File: src/rtl/pipe_hazard_ctrl_pkg.sv
// rtl/pipe_hazard_ctrl_pkg.sv - shared types and stage indices for the pipeline hazard sequencer
package pipe_hazard_ctrl_pkg;

    typedef enum logic [1:0] {
        RUN        = 2'd0,
        FLUSH_WAIT = 2'd1,
        KILL_FETCH = 2'd2
    } hz_state_t;

    typedef struct packed {
        logic en;
        logic clr;
    } stage_ctrl_t;

    typedef stage_ctrl_t [3:0] pipe_ctrl_t;

    localparam int FD = 0;
    localparam int DE = 1;
    localparam int EM = 2;
    localparam int MW = 3;

    function automatic stage_ctrl_t sc(input logic en, input logic clr);
        stage_ctrl_t s;
        s.en  = en;
        s.clr = clr;
        return s;
    endfunction

endpackage

File: src/rtl/pipe_hazard_ctrl_sat_counter.sv
// rtl/pipe_hazard_ctrl_sat_counter.sv - saturating up-counter with synchronous clear
module sat_counter #(
    parameter int W = 8
) (
    input  logic         clk,
    input  logic         rst,
    input  logic         clr,
    input  logic         inc,
    output logic [W-1:0] cnt
);

    always_ff @(posedge clk) begin
        if (rst || clr) begin
            cnt <= '0;
        end else if (inc && (cnt != {W{1'b1}})) begin
            cnt <= cnt + W'(1);
        end
    end

endmodule

File: src/rtl/pipe_hazard_ctrl.sv
// rtl/pipe_hazard_ctrl.sv - stall/flush sequencer driving pipeline register enables and PC control
module pipe_hazard_ctrl
    import pipe_hazard_ctrl_pkg::*;
#(
    parameter int CNT_W    = 32,
    parameter int HANG_LIM = 1024
) (
    input  logic             clk,
    input  logic             rst,
    input  logic             i_busy,
    input  logic             d_busy,
    input  logic             ex_busy,
    input  logic             load_use,
    input  logic             br_taken,
    input  logic             flush_req,
    output logic             pc_en,
    output logic             pc_redir,
    output logic             en_fd,
    output logic             clr_fd,
    output logic             en_de,
    output logic             clr_de,
    output logic             en_em,
    output logic             clr_em,
    output logic             en_mw,
    output logic             clr_mw,
    output logic [CNT_W-1:0] stall_cnt,
    output logic             hang_err
);

    localparam int HW = $clog2(HANG_LIM + 1);

    hz_state_t  state, next_state;
    pipe_ctrl_t ctrl;
    logic       pc_en_c, pc_redir_c;
    logic [HW-1:0] hang_cnt;
    logic       hang_q, hang_hit;

    always_ff @(posedge clk) begin
        if (rst) begin
            state <= RUN;
        end else begin
            state <= next_state;
        end
    end

    always_comb begin
        next_state = state;
        pc_en_c    = 1'b1;
        pc_redir_c = 1'b0;
        for (int i = 0; i < 4; i++) ctrl[i] = sc(1'b1, 1'b0);

        case (state)
            RUN, KILL_FETCH: begin
                // A stale fetch is still in flight: keep discarding IF/ID until it lands
                if (state == KILL_FETCH) begin
                    ctrl[FD] = sc(1'b1, 1'b1);
                    pc_en_c  = !i_busy;
                    if (!i_busy) next_state = RUN;
                end
                if (flush_req && !d_busy) begin
                    for (int i = 0; i < 4; i++) ctrl[i] = sc(1'b1, 1'b1);
                    pc_en_c    = 1'b1;
                    pc_redir_c = 1'b1;
                    next_state = i_busy ? KILL_FETCH : RUN;
                end else if (flush_req || d_busy) begin
                    for (int i = 0; i < 4; i++) begin
                        if (state == RUN || i != FD) ctrl[i] = sc(1'b0, 1'b0);
                    end
                    pc_en_c = 1'b0;
                    if (flush_req) next_state = FLUSH_WAIT;
                end else if (ex_busy) begin
                    pc_en_c  = 1'b0;
                    if (state == RUN) ctrl[FD] = sc(1'b0, 1'b0);
                    ctrl[DE] = sc(1'b0, 1'b0);
                    ctrl[EM] = sc(1'b1, 1'b1);
                end else if (br_taken) begin
                    pc_en_c    = 1'b1;
                    pc_redir_c = 1'b1;
                    ctrl[FD]   = sc(1'b1, 1'b1);
                    ctrl[DE]   = sc(1'b1, 1'b1);
                    next_state = i_busy ? KILL_FETCH : RUN;
                end else if (state == RUN && load_use) begin
                    pc_en_c  = 1'b0;
                    ctrl[FD] = sc(1'b0, 1'b0);
                    ctrl[DE] = sc(1'b1, 1'b1);
                end else if (state == RUN && i_busy) begin
                    pc_en_c  = 1'b0;
                    ctrl[FD] = sc(1'b1, 1'b1);
                end
            end
            FLUSH_WAIT: begin
                if (d_busy) begin
                    for (int i = 0; i < 4; i++) ctrl[i] = sc(1'b0, 1'b0);
                    pc_en_c = 1'b0;
                end else begin
                    for (int i = 0; i < 4; i++) ctrl[i] = sc(1'b1, 1'b1);
                    pc_redir_c = 1'b1;
                    next_state = i_busy ? KILL_FETCH : RUN;
                end
            end
            default: next_state = RUN;
        endcase

        if (rst) begin
            for (int i = 0; i < 4; i++) ctrl[i] = sc(1'b1, 1'b1);
            pc_en_c    = 1'b0;
            pc_redir_c = 1'b0;
        end
    end

    assign pc_en    = pc_en_c;
    assign pc_redir = pc_redir_c;
    assign en_fd    = ctrl[FD].en;
    assign clr_fd   = ctrl[FD].clr;
    assign en_de    = ctrl[DE].en;
    assign clr_de   = ctrl[DE].clr;
    assign en_em    = ctrl[EM].en;
    assign clr_em   = ctrl[EM].clr;
    assign en_mw    = ctrl[MW].en;
    assign clr_mw   = ctrl[MW].clr;

    sat_counter #(.W(CNT_W)) u_stall_cnt (
        .clk (clk),
        .rst (rst),
        .clr (1'b0),
        .inc (!pc_en_c),
        .cnt (stall_cnt)
    );

    sat_counter #(.W(HW)) u_hang_cnt (
        .clk (clk),
        .rst (rst),
        .clr (!d_busy),
        .inc (d_busy),
        .cnt (hang_cnt)
    );

    // Flag in the same cycle the limit is reached, then hold it until reset
    assign hang_hit = !rst && d_busy && (hang_cnt >= HW'(HANG_LIM - 1));

    always_ff @(posedge clk) begin
        if (rst) begin
            hang_q <= 1'b0;
        end else if (hang_hit) begin
            hang_q <= 1'b1;
        end
    end

    assign hang_err = hang_q || hang_hit;

endmodule

File: config.mk
export PLATFORM = sky130hd
export DESIGN_NAME = pipe_hazard_ctrl
export DESIGN_NICKNAME = d
export VERILOG_FILES = /design/src/rtl/pipe_hazard_ctrl_pkg.sv /design/src/rtl/pipe_hazard_ctrl_sat_counter.sv /design/src/rtl/pipe_hazard_ctrl.sv
export SDC_FILE = /design/constraint.sdc
export NUM_CORES = 1
export LEC_CHECK = 0
export BUFFER_PORTS_ARGS = -buffer_cell sky130_fd_sc_hd__buf_4
export CORE_AREA = 2 2 73 75
export CTS_CLUSTER_DIAMETER = 60
export DETAILED_ROUTE_END_ITERATION = 10
export DIE_AREA = 0 0 75 77
export PLACE_DENSITY_LB_ADDON = 0.3
export SLEW_MARGIN = 20
export SYNTH_ARGS = -nofsm -noshare
export SYNTH_HDL_FRONTEND = slang
export SYNTH_HIERARCHICAL = 1
export SYNTH_SLANG_ARGS = --single-unit
File: constraint.sdc
create_clock -name clk -period 2.09 [get_ports clk]
set_input_delay 0.209 -clock clk [delete_from_list [all_inputs] [get_ports clk]]
set_output_delay 0.209 -clock clk [all_outputs]
set_load 0.005 [all_outputs]
==> results of run 1 <==
-- cells in the final DEF (no fill, tap or decap), drive strengths merged, types with 9 or more instances in the layout --
cell,n
o21ai,15
xnor2,10
buf,67
a21oi,25
and4,9
nand4,19
nor2,24
dfxtp,46
or3,11
nand3,16
nand2,25
-- sequential cells by signal (all words and copies together) (netlist names) --
| name | flops |
|---|---|
| hang_q | 1 |
| state | 2 |
| u_hang_cnt/cnt | 11 |
| u_stall_cnt/cnt | 32 |
-- critical path, stage by stage (launching register included) --
cell	delay, ps
sky130_fd_sc_hd__dfxtp_1	320
sky130_fd_sc_hd__ha_1	210
sky130_fd_sc_hd__and3_1	280
sky130_fd_sc_hd__nand4_2	190
sky130_fd_sc_hd__o31ai_4	90
sky130_fd_sc_hd__buf_12	160
sky130_fd_sc_hd__or4b_1	460
sky130_fd_sc_hd__a21oi_1	170
-- power by group through the flow --
stage / combinational [mW] / clock [mW] / sequential, mW
global route: 0.164 / 0.689 / 0.894
CTS: 0.149 / 0.643 / 0.892
floorplan: 0.0879 / 0 / 0.910
detailed placement: 0.148 / 0 / 0.913
finish: 0.151 / 0.635 / 0.892
global placement: 0.144 / 0 / 0.912
-- logic make-up (layout without fill, tap and decap cells) --
kind of cell | after synthesis | after routing | synth area share
buf+inv | 26 | 81 | 0.05828
fa+ha+maj | 2 | 2 | 0.009177
mux | 2 | 2 | 0.007343
compound gates | 76 | 76 | 0.1941
simple gates | 152 | 152 | 0.3502
other cells | 1 | 2 | 0.001375
flops | 46 | 46 | 0.3378
xor+xnor | 13 | 13 | 0.04176
-- cell type report --
cell class / count / area [sq um] / area share
multi-input combinational: 247 / 1677 / 0.5030
clock buffer: 8 / 110.1 / 0.03303
timing repair buffer: 67 / 515.5 / 0.1547
inverter: 6 / 22.52 / 0.006757
sequential: 46 / 920.9 / 0.2763
tap: 70 / 87.58 / 0.02628
-- repair_timing --
item	in CTS	in global routing
pin swaps	0	0
setup endpoints to repair	1	16
resized for setup	1	5
setup buffers	0	0
-- per-stage QoR --
stage | area, sq um | worst slack (ps) | power, mW | hold WS (ps) | util
floorplan | 2730 | 224.5 | 0.9979 | 348.6 | -
global placement | 3197 | 135.7 | 1.056 | 472.2 | 0.6423
detailed placement | 3197 | 54.07 | 1.061 | 482.9 | 0.6423
CTS | 3312 | 17.21 | 1.683 | 179.5 | 0.6654
global route | 3333 | 11.81 | 1.747 | 165.9 | 0.6697
finish | 3333 | 111.8 | 1.677 | 181.7 | 0.6697
-- per-layer routing --
| layer | share of wire | vias up |
|---|---|---|
| met2 | 0.50 | 98 |
| li1 | - | 1329 |
| met1 | 0.43 | 1289 |
| met3 | 0.057 | 12 |
| met5 | 0 | - |
| met4 | 0.0086 | 0 |
-- final timing paths --
kind	from	endpoint	slack [ps]	cells after the start
worst max-delay path	u_stall_cnt/cnt[0]	u_stall_cnt/cnt[29]	110	7
worst min-delay path	i_busy	state[1]	180	2
worst max register to register	u_stall_cnt/cnt[0]	u_stall_cnt/cnt[29]	110	7
worst min register to register	u_stall_cnt/cnt[31]	u_stall_cnt/cnt[31]	510	2
==> impl_summary.txt, run 1 <==
----------------------------------------------------
[Worst hold path]
  Min-delay worst type ... in -> reg

[Synth]
  FFs w/ async S/R, synth ... 0
  Share of the synthesized area in the top cell type ... 0.3378
  Cells after Synth ... 318
  Number of synthesized flops with an enable pin ... 0
  Total of warnings raised by yosys ... 6
  Largest area contributor in the netlist ... sky130_fd_sc_hd__dfxtp_1
  Most common cell in the netlist ... sky130_fd_sc_hd__dfxtp_1
  Sequential area share after synthesis ... 0.3378
  Cells taking the most area after synthesis ... sky130_fd_sc_hd__dfxtp_1 34%, sky130_fd_sc_hd__a21oi_1 4.6%, sky130_fd_sc_hd__nand2_1 3.4%, sky130_fd_sc_hd__nand4_1 3.2%, sky130_fd_sc_hd__xnor2_1 3.2%
  Register bit count reported by yosys ... 46
  Post-Syn Area per Cell ... 8.573 sq um
  Post-Synthesis Cell Area ... 2726 sq um
  Commonest cells in the netlist ... 46 x sky130_fd_sc_hd__dfxtp_1, 25 x sky130_fd_sc_hd__a21oi_1, 25 x sky130_fd_sc_hd__nand2_1, 23 x sky130_fd_sc_hd__nor2_1, 14 x sky130_fd_sc_hd__nand4_1
  Main synth FF type ... sky130_fd_sc_hd__dfxtp_1
  Number of distinct library cells after synthesis ... 68

[Power]
  Fraction of power spent switching nets ... 0.2353
  Worst VDD drop ... 329.2 uV
  Combinational power share ... 0.090
  Static Leak ... 1.229 nW
  Internal cell power ... 1.283 mW
  Total net switching power ... 0.3947 mW
  Share of power burned in the clock network ... 0.379
  Power per cell area ... 503.2 nW/um^2
  Share of total power in sequential cells ... 0.532

[Finish]
  Post-layout instance count excluding filler cells ... 444
  Proportion of layout cells with a drive suffix above 1 ... 0.2727
  Final Net Count ... 383
  # diodes ... 0
  Post-synthesis to final-layout area growth ... 22.26%
  Layout filler cell count ... 432

[Worst setup path]
  Endpoint type of the worst setup path ... register
  Critical path launch point type ... register
  Critical path required time ... 2310 ps
  Critical setup path kind ... reg -> reg
  WP data arrival ... 2200 ps
  Top fanout value on the critical path ... 20

[Floorplan]
  Die Footprint ... 5775 sq um
  Initial cell density of the core ... 0.5478
  Area of the core ... 4977 sq um
  Die width ... 75 um
  Cell Rows ... 26
  Floorplan die height ... 77 um
  I/O pin count ... 51

[Clock tree]
  Total clock buffers created by CTS ... 5
  Number of H-tree branching levels ... 2
  CTS tree ... yes
  Root buffer cell ... sky130_fd_sc_hd__clkbuf_8
  CTS max path bufs ... 2
  Clock latency on the worst-skew pair ... 300 ps
  Reg clk slew, reported paths ... 90 ps
  Total number of clock tree sinks ... 46
  Hold Buf Count CTS ... 0

[STA]
  Final hold viol count ... 0
  Setup repair after global routing missed its margin ... no
  Worst-margin pin slew ... 631.2 ps
  Post-route minimum period ... 1978 ps
  Maximum frequency from static timing analysis ... 505.5 MHz
  Final setup viols ... 0
  Fin crit share ... 0.9465
  Worst slew margin relative to its limit ... 0.5777
  Final clock skew ... 7.270 ps
  Aggregate negative setup slack ... 0 ps
  Number of max-slew violations in the final report ... 0

[Global routing]
  Pin count of the biggest net entering global routing ... 21
  Met3 Use GR ... 0.05913
  GRT overflow ... 0
  Most crowded layer after global routing ... met2
  Met2 usage in global routing ... 0.4079
  GR Util All Layers ... 0.2530
  Global-route wire length before repair ... 11650 um
  Grt met1 use ... 0.3369
  Number of global-route vias before repair ... 2469
  Number of antenna violations at the first check in global routing ... 0

[Route]
  Post-DRT Antenna Nets ... 0
  1st-iter DRT viols ... 198
  Routed via count ... 2728
  Number of design rule violations left after detail routing ... 0
  Routed WL per cell ... 15.94 um
  Total Routed Length ... 7077 um
  1st-pass router iterations ... 5
  Routed vias/inst ... 6.144

[Outcome]
  Outcome ... finished, final reports clean

[Placement]
  Post-placement cell count ... 436
  HPWL after DPL ... 5037 um
  Number of input and output port buffers inserted ... 50
  GPL Wtd Cong ... 0.8931

[Flow run]
  Max-cap check violation count ... 0

----------------------------------------------------
(Power assumes the default switching activity.)
==> run 2, diff against run 1 <==
--- a/config.mk
+++ b/config.mk
@@ -10,6 +10,7 @@
 export CTS_CLUSTER_DIAMETER = 60
 export DETAILED_ROUTE_END_ITERATION = 10
 export DIE_AREA = 0 0 75 77
+export GPL_TIMING_DRIVEN = 0
 export PLACE_DENSITY_LB_ADDON = 0.3
 export SLEW_MARGIN = 20
 export SYNTH_ARGS = -nofsm -noshare
==> impl_summary.txt, run 2 (synthesized netlist as in run 1, its figures left out) <==
----------------------------------------------------
[Outcome]
  Outcome ... finished, final reports clean

[Route]
  1st-iter DRT viols ... 276
  Routed via count ... 2716
  Number of design rule violations left after detail routing ... 0
  Post-DRT Antenna Nets ... 0
  Total Routed Length ... 6738 um
  1st-pass router iterations ... 5
  Routed vias/inst ... 6.049
  Routed WL per cell ... 15.01 um

[Clock tree]
  CTS max path bufs ... 2
  Number of H-tree branching levels ... 2
  Total number of clock tree sinks ... 46
  Root buffer cell ... sky130_fd_sc_hd__clkbuf_8
  Reg clk slew, reported paths ... 80 ps
  Total clock buffers created by CTS ... 5
  CTS tree ... yes
  Clock latency on the worst-skew pair ... 300 ps

[Flow run]
  Max-cap check violation count ... 0

[Finish]
  Largest register by flop count ... u_stall_cnt/cnt
  Max reg flops ... 32
  Utilization after layout ... 0.6767
  Top Registers ... u_stall_cnt/cnt: 32 flops, u_hang_cnt/cnt: 11 flops, state: 2 flops
  # diodes ... 0
  Final Net Count ... 388
  Post-synthesis to final-layout area growth ... 23.54%
  Proportion of layout cells with a drive suffix above 1 ... 0.2902
  Most used cells in the layout excluding fill and tap cells ... 57 x sky130_fd_sc_hd__buf_4, 38 x sky130_fd_sc_hd__dfxtp_1, 25 x sky130_fd_sc_hd__nand2_1, 25 x sky130_fd_sc_hd__a21oi_1, 23 x sky130_fd_sc_hd__nor2_1
  Most common library cell in the layout ignoring fill and taps ... sky130_fd_sc_hd__buf_4

[STA]
  Post-route minimum period ... 1988 ps
  Fin crit share ... 0.9512
  Aggregate negative setup slack ... 0 ps
  Final setup viols ... 0
  Final hold viol count ... 0
  Maximum frequency from static timing analysis ... 503.0 MHz
  Number of max-slew violations in the final report ... 0
  Worst-margin pin slew ... 617.9 ps
  Worst-case hold slack ... 175.2 ps
  Final clock skew ... 6.406 ps
  Worst slew margin relative to its limit ... 0.5865

[Worst hold path]
  Min-delay worst type ... in -> reg
  Number of cells on the worst hold path ... 2

[Worst setup path]
  Cell with the largest stage delay on the worst path ... sky130_fd_sc_hd__or4b_1
  Critical path launch point type ... register
  Library cell appearing most often on the critical path ... sky130_fd_sc_hd__buf_4
  Depth of the worst register-to-register path ... 8
  Critical path depth in cells ... 8
  Buffer and inverter count on the worst path ... 2
  Critical path required time ... 2310 ps
  CP top delay family ... simple AND/OR/NAND/NOR gates
  Critical setup path kind ... reg -> reg
  Endpoint type of the worst setup path ... register
  WP data arrival ... 2210 ps
  Top fanout value on the critical path ... 6
  Largest stage delay, worst path ... 470 ps
  CP cell instances ... ha_1, and3_1, buf_4, nand4_4, o31ai_4, buf_4, or4b_1, a21oi_1

[Placement]
  GPL Wtd Cong ... 0.9019
  Number of input and output port buffers inserted ... 49
  HPWL after DPL ... 4822 um

[Global routing]
  Pin count of the biggest net entering global routing ... 15
  Global-route wire length before repair ... 11410 um
  Number of antenna violations at the first check in global routing ... 0
  GR Util All Layers ... 0.2464
  GRT overflow ... 0
  Number of global-route vias before repair ... 2435

[Floorplan]
  Die Footprint ... 5775 sq um
  Floorplan die height ... 77 um
  I/O pin count ... 51
  Cell Rows ... 26
  Initial cell density of the core ... 0.5478
  Die width ... 75 um
  Area of the core ... 4977 sq um

[Power]
  Overall power ... 1.702 mW
  Worst VDD drop ... 314.2 uV
  Power per cell area ... 505.2 nW/um^2
  Static Leak ... 1.255 nW

----------------------------------------------------
==> run 2: timing repair <==
action / 4_1_cts / 5_1_grt
setup buffers: 2 / 1
hold buffers: 0 / 0
gates resized for setup: 3 / 14
gates cloned: 0 / 0
pin swaps: 1 / 1
setup endpoints to repair: 9 / 25
==> run 2: per-stage QoR <==
stage	setup slack (ps)	instances	cell area (sq um)
detailed placement	-61.21	438	3186
floorplan	224.5	319	2730
global placement	-38.44	438	3186
CTS	1.717	448	3317
global route	-3.509	449	3368
finish	102.0	449	3368
==> run 2: area by class of cell <==
| type | instances | area, sq um |
|---|---|---|
| clock buffers | 5 | 68.82 |
| inverters | 6 | 22.52 |
| plain buffers | 20 | 138.9 |
| fillers | 436 | 1609 |
| flip-flops and latches | 46 | 933.4 |
| multi-input cells | 247 | 1687 |
| clock inverters | 3 | 40.04 |
| repair buffers | 52 | 390.4 |
| well taps | 70 | 87.58 |
==> run 2: worst paths after layout <==
| kind | start | endpoint | slack, ps |
|---|---|---|---|
| max | u_stall_cnt/cnt[0] | u_stall_cnt/cnt[29] | 100 |
| min | i_busy | state[1] | 180 |
| max reg2reg | u_stall_cnt/cnt[0] | u_stall_cnt/cnt[29] | 100 |
| min reg2reg | hang_q | hang_q | 500 |
==> run 2: report_power, final <==
group	switching, mW	internal, mW	total (mW)
clock	0.302	0.352	0.655
sequential	0.00898	0.882	0.891
combinational	0.0867	0.0691	0.156
==> run 2: metal layers <==
metal | wire length, um | part of all wire | vias up | GRT usage
met5 | 0 | 0 | - | 0
met4 | 67 | 0.0099 | 0 | 0.06250
met3 | 359 | 0.053 | 8 | 0.04599
met2 | 3177 | 0.47 | 75 | 0.3781
met1 | 3134 | 0.47 | 1296 | 0.3527
li1 | - | - | 1337 | -
==> run 3, diff against run 2 <==
--- a/config.mk
+++ b/config.mk
@@ -5,14 +5,13 @@
 export SDC_FILE = /design/constraint.sdc
 export NUM_CORES = 1
 export LEC_CHECK = 0
-export BUFFER_PORTS_ARGS = -buffer_cell sky130_fd_sc_hd__buf_4
-export CORE_AREA = 2 2 73 75
+export CORE_AREA = 2 2 69 71
 export CTS_CLUSTER_DIAMETER = 60
 export DETAILED_ROUTE_END_ITERATION = 10
-export DIE_AREA = 0 0 75 77
+export DIE_AREA = 0 0 71 73
+export DONT_BUFFER_PORTS = 1
 export GPL_TIMING_DRIVEN = 0
 export PLACE_DENSITY_LB_ADDON = 0.3
-export SLEW_MARGIN = 20
 export SYNTH_ARGS = -nofsm -noshare
 export SYNTH_HDL_FRONTEND = slang
 export SYNTH_HIERARCHICAL = 1
==> impl_summary.txt, run 3 (synthesized netlist as in run 1, its figures left out) <==
----------------------------------------------------
[Floorplan]
  Floorplan die height ... 73 um
  I/O pin count ... 51
  Die Footprint ... 5183 sq um
  Die width ... 71 um
  Cell Rows ... 25
  Initial cell density of the core ... 0.6011
  Area of the core ... 4536 sq um

[Outcome]
  Outcome ... finished, final reports clean

[Worst hold path]
  Min-delay worst type ... in -> reg

[Clock tree]
  Total clock buffers created by CTS ... 5
  Reg clk slew, reported paths ... 90 ps
  CTS tree ... yes
  Clock latency on the worst-skew pair ... 300 ps
  Hold Buf Count CTS ... 0
  Total number of clock tree sinks ... 46
  Root buffer cell ... sky130_fd_sc_hd__clkbuf_8
  Number of H-tree branching levels ... 2
  CTS max path bufs ... 2

[Route]
  1st-iter DRT viols ... 189
  Total Routed Length ... 6647 um
  1st-pass router iterations ... 5
  Number of design rule violations left after detail routing ... 0
  Routed WL per cell ... 17.26 um
  Post-DRT Antenna Nets ... 0
  Routed via count ... 2566
  Routed vias/inst ... 6.665

[STA]
  Maximum frequency from static timing analysis ... 501.1 MHz
  Final clock skew ... 3.857 ps
  Fin crit share ... 0.9548
  Final setup viols ... 0
  Worst-margin pin slew ... 676.3 ps
  Final hold viol count ... 0
  Post-route minimum period ... 1996 ps
  Number of max-slew violations in the final report ... 0
  Worst slew margin relative to its limit ... 0.5475

[Finish]
  Final Net Count ... 340
  Max reg flops ... 32
  Layout filler cell count ... 364
  Most used cells in the layout excluding fill and tap cells ... 32 x sky130_fd_sc_hd__dfxtp_1, 25 x sky130_fd_sc_hd__nand2_1, 25 x sky130_fd_sc_hd__a21oi_1
  Proportion of layout cells with a drive suffix above 1 ... 0.2085
  Design Area, Final ... 3007 sq um
  Largest register by flop count ... u_stall_cnt/cnt
  Post-synthesis to final-layout area growth ... 10.28%
  Top Registers ... u_stall_cnt/cnt: 32 flops, u_hang_cnt/cnt: 11 flops, state: 2 flops
  Post-layout instance count excluding filler cells ... 385
  Most common library cell in the layout ignoring fill and taps ... sky130_fd_sc_hd__dfxtp_1
  Storage cell area ... 943.4 sq um
  Utilization after layout ... 0.6629
  Multi-input logic area ... 1692 sq um
  # diodes ... 0

[Power]
  Power per cell area ... 559.6 nW/um^2
  Worst VDD drop ... 430.0 uV
  Overall power ... 1.683 mW
  Static Leak ... 1.003 nW

[Worst setup path]
  Endpoint type of the worst setup path ... register
  CP cell instances ... ha_1, and3_1, buf_4, nand4_4, o31ai_4, buf_4, buf_4, o41ai_2, a21oi_1
  Critical path launch point type ... register
  Top fanout value on the critical path ... 10
  Critical path required time ... 2260 ps
  Cell with the largest stage delay on the worst path ... sky130_fd_sc_hd__dfxtp_4
  WP data arrival ... 2160 ps
  Library cell appearing most often on the critical path ... sky130_fd_sc_hd__buf_4
  Critical setup path kind ... reg -> reg
  Largest stage delay, worst path ... 370 ps

[Flow run]
  Max-cap check violation count ... 0

[Placement]
  Placed standard-cell area ... 2798 sq um
  HPWL after DPL ... 4614 um
  GPL Wtd Cong ... 0.9245
  Number of input and output port buffers inserted ... 0
  Post-placement cell count ... 373

[Global routing]
  GR Util All Layers ... 0.2638
  Number of global-route vias before repair ... 2358
  GRT overflow ... 0
  Global-route wire length before repair ... 11220 um
  Pin count of the biggest net entering global routing ... 16
  Number of antenna violations at the first check in global routing ... 0

----------------------------------------------------
## run 3: cell count changes in the layout (fill, tap and decap cells not counted), moves of 2 or more
cell / before / now
sky130_fd_sc_hd__dfxtp_2: 7 / 12
sky130_fd_sc_hd__o41ai_1: 2 / 0
sky130_fd_sc_hd__buf_4: 57 / 9
sky130_fd_sc_hd__dfxtp_1: 38 / 32
sky130_fd_sc_hd__o41ai_2: 0 / 2
## run 3: timing repair
action                                  4_1_cts  5_1_grt
endpoints found under the setup margin       10       26
pin swaps                                     1        1
resized for setup                             3       21
setup buffers                                 3        1
## run 3: area by class of cell
class	instances	area share
clock inverters	3	0.01457
repair buffers	4	0.009988
well taps	54	0.02247
multi-input cells	247	0.5626
plain buffers	20	0.04619
flip-flops and latches	46	0.3138
inverters	6	0.007491
clock buffers	5	0.02289
## run 3: metrics by stage
step                TNS (ps)  hold WS [ps]  setup slack, ps
finish                     0         43.82            94.44
global route          -9.503         34.67           -6.592
CTS                        0         40.36            10.09
detailed placement    -127.4         362.7           -65.66
global placement      -52.87         358.2           -52.87
floorplan                  0         348.6            224.5
## run 3: layer usage
layer,GRT usage,routed length [um],vias to the layer above
met3,0.07459,488,14
li1,-,-,1240
met5,0,0,-
met2,0.4393,3221,103
met4,0.07966,113,0
met1,0.3336,2823,1209
## run 3: where the power goes
group | switching (mW) | internal (mW)
registers | 0.00959 | 0.881
logic | 0.0749 | 0.0467
clock network | 0.312 | 0.359
## run 3: critical path, delay by kind of cell, from the launching register on
kind / cells / cell delay (ps)
simple gates: 2 / 310
flops: 1 / 370
fa+ha+maj: 1 / 210
compound gates: 3 / 500
buf+inv: 3 / 480
## run 3: worst paths after layout
kind	slack, ps	endpoint	cells after the start	from
worst max-delay path	90	u_stall_cnt/cnt[29]	9	u_stall_cnt/cnt[0]
worst min-delay path	40	state[1]	1	i_busy
worst max register to register	90	u_stall_cnt/cnt[29]	9	u_stall_cnt/cnt[0]
worst min register to register	500	u_stall_cnt/cnt[19]	2	u_stall_cnt/cnt[19]
